File: src/rtl/decode_queue.sv
// decode_queue: DEPTH-entry instruction/PC FIFO feeding an RV32I full decoder
// whose result sits in a registered output stage with a valid/ready handshake.
//
// Ports:
//   clock, reset_n         rising-edge clock, asynchronous active-low reset
//   flush                  synchronous; empties FIFO and output stage
//   fetch_valid/_ready     fetch-side handshake (no same-cycle pop credit)
//   fetch_instr, fetch_pc  raw instruction and its PC
//   issue_valid/_ready     issue-side handshake toward ROB/RS
//   op_type .. illegal     registered decoded fields of the presented entry
//   pc                     PC of the presented instruction
//   count                  FIFO occupancy, output register excluded
module decode_queue #(
    parameter int unsigned DEPTH = 4,
    parameter int unsigned CNT_W = $clog2(DEPTH) + 1
) (
    input  logic             clock,
    input  logic             reset_n,
    input  logic             flush,
    input  logic             fetch_valid,
    output logic             fetch_ready,
    input  logic [31:0]      fetch_instr,
    input  logic [31:0]      fetch_pc,
    output logic             issue_valid,
    input  logic             issue_ready,
    output logic [6:0]       op_type,
    output logic [2:0]       op_sub,
    output logic             op_flag,
    output logic [31:0]      imm,
    output logic [31:0]      pc,
    output logic [4:0]       rs1,
    output logic [4:0]       rs2,
    output logic [4:0]       rd,
    output logic             use_rs1,
    output logic             use_rs2,
    output logic             writes_rd,
    output logic             illegal,
    output logic [CNT_W-1:0] count
);

    localparam int unsigned PTR_W = $clog2(DEPTH);

    localparam logic [6:0] OPC_LUI    = 7'b0110111;
    localparam logic [6:0] OPC_AUIPC  = 7'b0010111;
    localparam logic [6:0] OPC_JAL    = 7'b1101111;
    localparam logic [6:0] OPC_JALR   = 7'b1100111;
    localparam logic [6:0] OPC_BRANCH = 7'b1100011;
    localparam logic [6:0] OPC_LOAD   = 7'b0000011;
    localparam logic [6:0] OPC_STORE  = 7'b0100011;
    localparam logic [6:0] OPC_OPIMM  = 7'b0010011;
    localparam logic [6:0] OPC_OP     = 7'b0110011;
    localparam logic [6:0] OPC_FENCE  = 7'b0001111;

    typedef struct packed {
        logic [6:0]  op_type;
        logic [2:0]  op_sub;
        logic        op_flag;
        logic [31:0] imm;
        logic [4:0]  rs1;
        logic [4:0]  rs2;
        logic [4:0]  rd;
        logic        use_rs1;
        logic        use_rs2;
        logic        writes_rd;
        logic        illegal;
    } dec_t;

    // Full RV32I decode of one instruction word; unused fields stay 0.
    function automatic dec_t decode(input logic [31:0] instr);
        dec_t d;
        d         = '0;
        d.op_type = instr[6:0];
        case (instr[6:0])
            OPC_LUI, OPC_AUIPC: begin
                d.rd        = instr[11:7];
                d.writes_rd = 1'b1;
                d.imm       = {instr[31:12], 12'b0};
            end
            OPC_JAL: begin
                d.rd        = instr[11:7];
                d.writes_rd = 1'b1;
                d.imm       = {{11{instr[31]}}, instr[31], instr[19:12],
                               instr[20], instr[30:21], 1'b0};
            end
            OPC_JALR, OPC_LOAD: begin
                d.rd        = instr[11:7];
                d.rs1       = instr[19:15];
                d.op_sub    = instr[14:12];
                d.writes_rd = 1'b1;
                d.use_rs1   = 1'b1;
                d.imm       = {{20{instr[31]}}, instr[31:20]};
            end
            OPC_BRANCH: begin
                d.rs1     = instr[19:15];
                d.rs2     = instr[24:20];
                d.op_sub  = instr[14:12];
                d.use_rs1 = 1'b1;
                d.use_rs2 = 1'b1;
                d.imm     = {{19{instr[31]}}, instr[31], instr[7],
                             instr[30:25], instr[11:8], 1'b0};
            end
            OPC_STORE: begin
                d.rs1     = instr[19:15];
                d.rs2     = instr[24:20];
                d.op_sub  = instr[14:12];
                d.use_rs1 = 1'b1;
                d.use_rs2 = 1'b1;
                d.imm     = {{20{instr[31]}}, instr[31:25], instr[11:7]};
            end
            OPC_OPIMM: begin
                d.rd        = instr[11:7];
                d.rs1       = instr[19:15];
                d.op_sub    = instr[14:12];
                d.writes_rd = 1'b1;
                d.use_rs1   = 1'b1;
                d.imm       = {{20{instr[31]}}, instr[31:20]};
                // Shifts carry a zero-extended shamt and funct7 qualifies them
                if (instr[14:12] == 3'b001) begin
                    d.imm     = {27'b0, instr[24:20]};
                    d.op_flag = instr[30];
                    d.illegal = (instr[31:25] != 7'b0000000);
                end else if (instr[14:12] == 3'b101) begin
                    d.imm     = {27'b0, instr[24:20]};
                    d.op_flag = instr[30];
                    d.illegal = (instr[31:25] != 7'b0000000) &&
                                (instr[31:25] != 7'b0100000);
                end
            end
            OPC_OP: begin
                d.rd        = instr[11:7];
                d.rs1       = instr[19:15];
                d.rs2       = instr[24:20];
                d.op_sub    = instr[14:12];
                d.op_flag   = instr[30];
                d.writes_rd = 1'b1;
                d.use_rs1   = 1'b1;
                d.use_rs2   = 1'b1;
            end
            OPC_FENCE: begin
                d.op_sub = instr[14:12];
                d.imm    = {24'b0, instr[27:20]};
            end
            default: begin
                d.illegal = 1'b1;
            end
        endcase
        return d;
    endfunction

    // FIFO storage and control
    logic [31:0]      instr_mem_q [DEPTH];
    logic [31:0]      pc_mem_q    [DEPTH];
    logic [PTR_W-1:0] wr_ptr_q, wr_ptr_d;
    logic [PTR_W-1:0] rd_ptr_q, rd_ptr_d;
    logic [CNT_W-1:0] count_q, count_d;

    // Output stage
    logic             valid_q, valid_d;
    dec_t             dec_q, dec_d;
    logic [31:0]      pc_q, pc_d;

    logic             fetch_ready_c;
    logic             push_c;
    logic             pop_c;
    logic             load_c;
    logic             empty_c;
    dec_t             head_dec_c;

    assign empty_c       = (count_q == '0);
    assign fetch_ready_c = reset_n && (count_q < CNT_W'(DEPTH));
    assign push_c        = fetch_valid && fetch_ready_c && !flush;
    assign load_c        = !valid_q || issue_ready;
    assign pop_c         = load_c && !empty_c && !flush;
    assign head_dec_c    = decode(instr_mem_q[rd_ptr_q]);

    // Next-state for pointers, occupancy and the output stage
    always_comb begin
        wr_ptr_d = wr_ptr_q;
        rd_ptr_d = rd_ptr_q;
        count_d  = count_q;
        valid_d  = valid_q;
        dec_d    = dec_q;
        pc_d     = pc_q;

        if (flush) begin
            wr_ptr_d = '0;
            rd_ptr_d = '0;
            count_d  = '0;
            valid_d  = 1'b0;
            dec_d    = '0;
            pc_d     = '0;
        end else begin
            if (push_c) begin
                wr_ptr_d = wr_ptr_q + PTR_W'(1);
            end
            if (pop_c) begin
                rd_ptr_d = rd_ptr_q + PTR_W'(1);
            end
            case ({push_c, pop_c})
                2'b10:   count_d = count_q + CNT_W'(1);
                2'b01:   count_d = count_q - CNT_W'(1);
                default: count_d = count_q;
            endcase
            // An empty FIFO on a load slot leaves the fields but drops valid
            if (load_c) begin
                if (!empty_c) begin
                    valid_d = 1'b1;
                    dec_d   = head_dec_c;
                    pc_d    = pc_mem_q[rd_ptr_q];
                end else begin
                    valid_d = 1'b0;
                end
            end
        end
    end

    always_ff @(posedge clock or negedge reset_n) begin
        if (!reset_n) begin
            wr_ptr_q <= '0;
            rd_ptr_q <= '0;
            count_q  <= '0;
            valid_q  <= 1'b0;
            dec_q    <= '0;
            pc_q     <= '0;
        end else begin
            wr_ptr_q <= wr_ptr_d;
            rd_ptr_q <= rd_ptr_d;
            count_q  <= count_d;
            valid_q  <= valid_d;
            dec_q    <= dec_d;
            pc_q     <= pc_d;
        end
    end

    // Payload storage needs no reset; occupancy gates every read
    always_ff @(posedge clock) begin
        if (push_c) begin
            instr_mem_q[wr_ptr_q] <= fetch_instr;
            pc_mem_q[wr_ptr_q]    <= fetch_pc;
        end
    end

    assign fetch_ready = fetch_ready_c;
    assign issue_valid = valid_q;
    assign op_type     = dec_q.op_type;
    assign op_sub      = dec_q.op_sub;
    assign op_flag     = dec_q.op_flag;
    assign imm         = dec_q.imm;
    assign pc          = pc_q;
    assign rs1         = dec_q.rs1;
    assign rs2         = dec_q.rs2;
    assign rd          = dec_q.rd;
    assign use_rs1     = dec_q.use_rs1;
    assign use_rs2     = dec_q.use_rs2;
    assign writes_rd   = dec_q.writes_rd;
    assign illegal     = dec_q.illegal;
    assign count       = count_q;

endmodule

File: config.mk
export PLATFORM = sky130hd
export DESIGN_NAME = decode_queue
export DESIGN_NICKNAME = d
export VERILOG_FILES = /design/src/rtl/decode_queue.sv
export SDC_FILE = /design/constraint.sdc
export NUM_CORES = 1
export LEC_CHECK = 0
export CAP_MARGIN = 30
export CORE_MARGIN = 1
export CORE_UTILIZATION = 35
export DETAILED_ROUTE_END_ITERATION = 8
export PLACE_DENSITY = 0.59
export SLEW_MARGIN = 25
export SYNTH_ARGS = -nofsm -noshare
export SYNTH_HDL_FRONTEND = slang
export SYNTH_SLANG_ARGS = --single-unit
export TNS_END_PERCENT = 30
File: constraint.sdc
create_clock -name clock -period 5.7 [get_ports clock]
set_input_delay 1.425 -clock clock [delete_from_list [all_inputs] [get_ports clock]]
set_output_delay 1.425 -clock clock [all_outputs]
set_load 0.005 [all_outputs]
==> flow_summary.ini <==
[floorplan]
die_x_um = 200
io_pins = 168
start_util_pct = 35.6
fp.dieArea_um2 = 40200
die_h_um = 200
coreArea_um2 = 38700
rows = 72

[setup_path]
arrival_ns = 2.42
end_kind = output port
crit_required_ns = 4.28
worstSetupPathType = in -> out
timing.critical_path.buf_inv = 2
crit_family = buffers and inverters
start_kind = input pin
crit_fanout = 3
cp_slowest_cell = clkdlybuf4s50_1
cp_slowest_stage_delay_ns = 0.59
path_cells = buf_4, nor2b_1, clkdlybuf4s50_1

[timing]
setup_viol = 0
whs_ns = 0.475
worst_pin_slew_ns = 0.777
period_share_pct = 67.5
drv_slew = 0
finalHoldViolCount = 0
rsz0062_at_grt = false
fmax_mhz = 260
setup_tns_ns = 0
fin_crit_ns = 3.85
skew_ns = 0.0242
relSlewSlack_pct = 48.2

[clock_network]
post_cts_buffers = 0
cts.root.buffer_cell = clkbuf_16
clock_latency_ns = 0.54
clkTransAtPathRegs_ns = 0.06
htreeDepth = 2
cts_tree = yes
post_cts_resized = 0
numCtsBuffers = 40
cts_sinks = 358
cts_buffer_depth = 3
hold_buffers = 0

[synthesis]
synth_area_leaders = edfxtp_1 (56%), dfrtp_1 (19%), mux4_2 (10%)
ys.flop_type = edfxtp_1
synth_area_leader_cell = edfxtp_1
ys_top_cells_by_count = edfxtp_1 (256), nand2_1 (113), dfrtp_1 (102), mux4_2 (64), a21oi_1 (58)
yosysSeqAreaShare_pct = 74.3
syn-cell-area_um2 = 13800
synthCells = 808
ys_types = 54
syn-num-nets = 882
synthArstFlopShare_pct = 28.5
yosys_warnings = 0
syn_avg_cell_area_um2 = 17.1
ys_seq_elements = 358
synth_top_area_share_pct = 55.8
synth_edf_count = 256
synthMostInstantiatedCell = edfxtp_1

[global_route]
grt_usage_pct = 16.2
grt_max_degree = 57
overflow = 0
grt_pass1_vias = 8022
antenna_found_initial = 1
grt_pass1_wl_um = 49500

[detailed_routing]
drc = 0
via_per_inst = 5.06
vias = 7733
ant_nets = 0
dr.pass1.iters = 5
wire_per_inst_um = 21.2
finalWirelength_um = 32500
drt_iter0_markers = 503

[cells_and_area]
drive_gt1_share_pct = 15.3
final_util_pct = 44.8
fin_nets = 1054
area_growth_syn_to_layout_pct = 25.9
antennaDiodeCount = 0

[place]
dp_hpwl_um = 20000
io_buffers = 167
gp_congestion = 0.809

[worst_hold_path]
min_path_type = reg -> reg

[power_and_ir_drop]
irDropWorstVdd_v = 0.000275
p_per_area_nw_per_um2 = 420
p_leak_nw = 5.98

[flow_run]
drv_cap = 0

[run_status]
outcome = completed
==> state kept, by name (all words and copies together), names as in the netlist <==
register,cells
op_flag,1
op_sub,3
use_rs1,1
pc,32
imm,32
rs2,5
pc_mem_q,128
wr_ptr_q,2
issue_valid,1
illegal,1
instr_mem_q,128
rd,5
count,3
writes_rd,1
rs1,5
use_rs2,1
op_type,7
rd_ptr_q,2
==> power breakdown <==
| group | leakage, nW | switching (mW) | internal [mW] | total (mW) |
|---|---|---|---|---|
| clock network | 0.629 | 1.00 | 1.46 | 2.47 |
| registers | 3.71 | 0.196 | 2.98 | 3.18 |
| logic | 1.64 | 0.894 | 0.758 | 1.65 |
==> cells by family after synthesis <==
kind of cell	Yosys count	synth area share, %
adders and majority gates	5	0.508
muxes	69	10.8
and+or+nand+nor	170	5.47
buffers and inverters	54	1.74
AOI/OAI and AO/OA	146	6.79
xor gates and xnor gates	6	0.381
DFF	358	74.3
==> layout by cell type (no fill, tap or decap), drive strengths merged, types with 15 or more instances in the layout <==
master,n
a22o,24
nand2,113
dfrtp,102
clkbuf,59
o21ai,31
a21oi,58
clkdlybuf4s50,165
nor2,18
buf,15
mux4,64
edfxtp,256
==> routing by layer <==
layer / GRT usage (%) / wire (um) / up-vias
met5: 0 / 0 / -
met4: 4.12 / 513 / 0
met3: 3.78 / 2060 / 42
met2: 26.6 / 15700 / 244
met1: 21.9 / 14200 / 3975
li1: - / - / 3472
==> final timing paths <==
| path | cells after the start | slack (ns) | from | endpoint |
|---|---|---|---|---|
| setup / recovery | 3 | 1.85 | reset_n | fetch_ready |
| hold / removal | 1 | 0.48 | use_rs1$_DFFE_PN0P_ | use_rs1$_DFFE_PN0P_ |
| setup reg to reg | 6 | 2.16 | rd_ptr_q[0]$_DFFE_PN0P_ | imm[9]$_DFFE_PN0P_ |
| hold reg to reg | 1 | 0.48 | use_rs1$_DFFE_PN0P_ | use_rs1$_DFFE_PN0P_ |
| max in group asynchronous | 3 | 3.30 | reset_n | imm[6]$_DFFE_PN0P_ |
| min in group asynchronous | 2 | 1.10 | reset_n | imm[8]$_DFFE_PN0P_ |
==> cell type report <==
type	instances	area, um2
timing repair buffer	180	1840
fill	3469	21400
clock buffer	59	1160
sequential	358	10200
multi-input combinational	396	3330
tap	518	648
inverter	4	15.0
clock inverter	14	104
==> stage by stage <==
step	power [mW]	setup slack [ns]	cells	instance area (um2)
2_1_floorplan	4.16	1.75	808	13800
3_3_place_gp	4.89	1.87	1452	16000
3_5_place_dp	4.91	1.87	1456	16100
4_1_cts	7.41	1.85	1529	17400
5_1_grt	7.64	1.75	1529	17400
6_report	7.30	1.85	1529	17400
No activity file was read; power rests on OpenSTA's default activity.
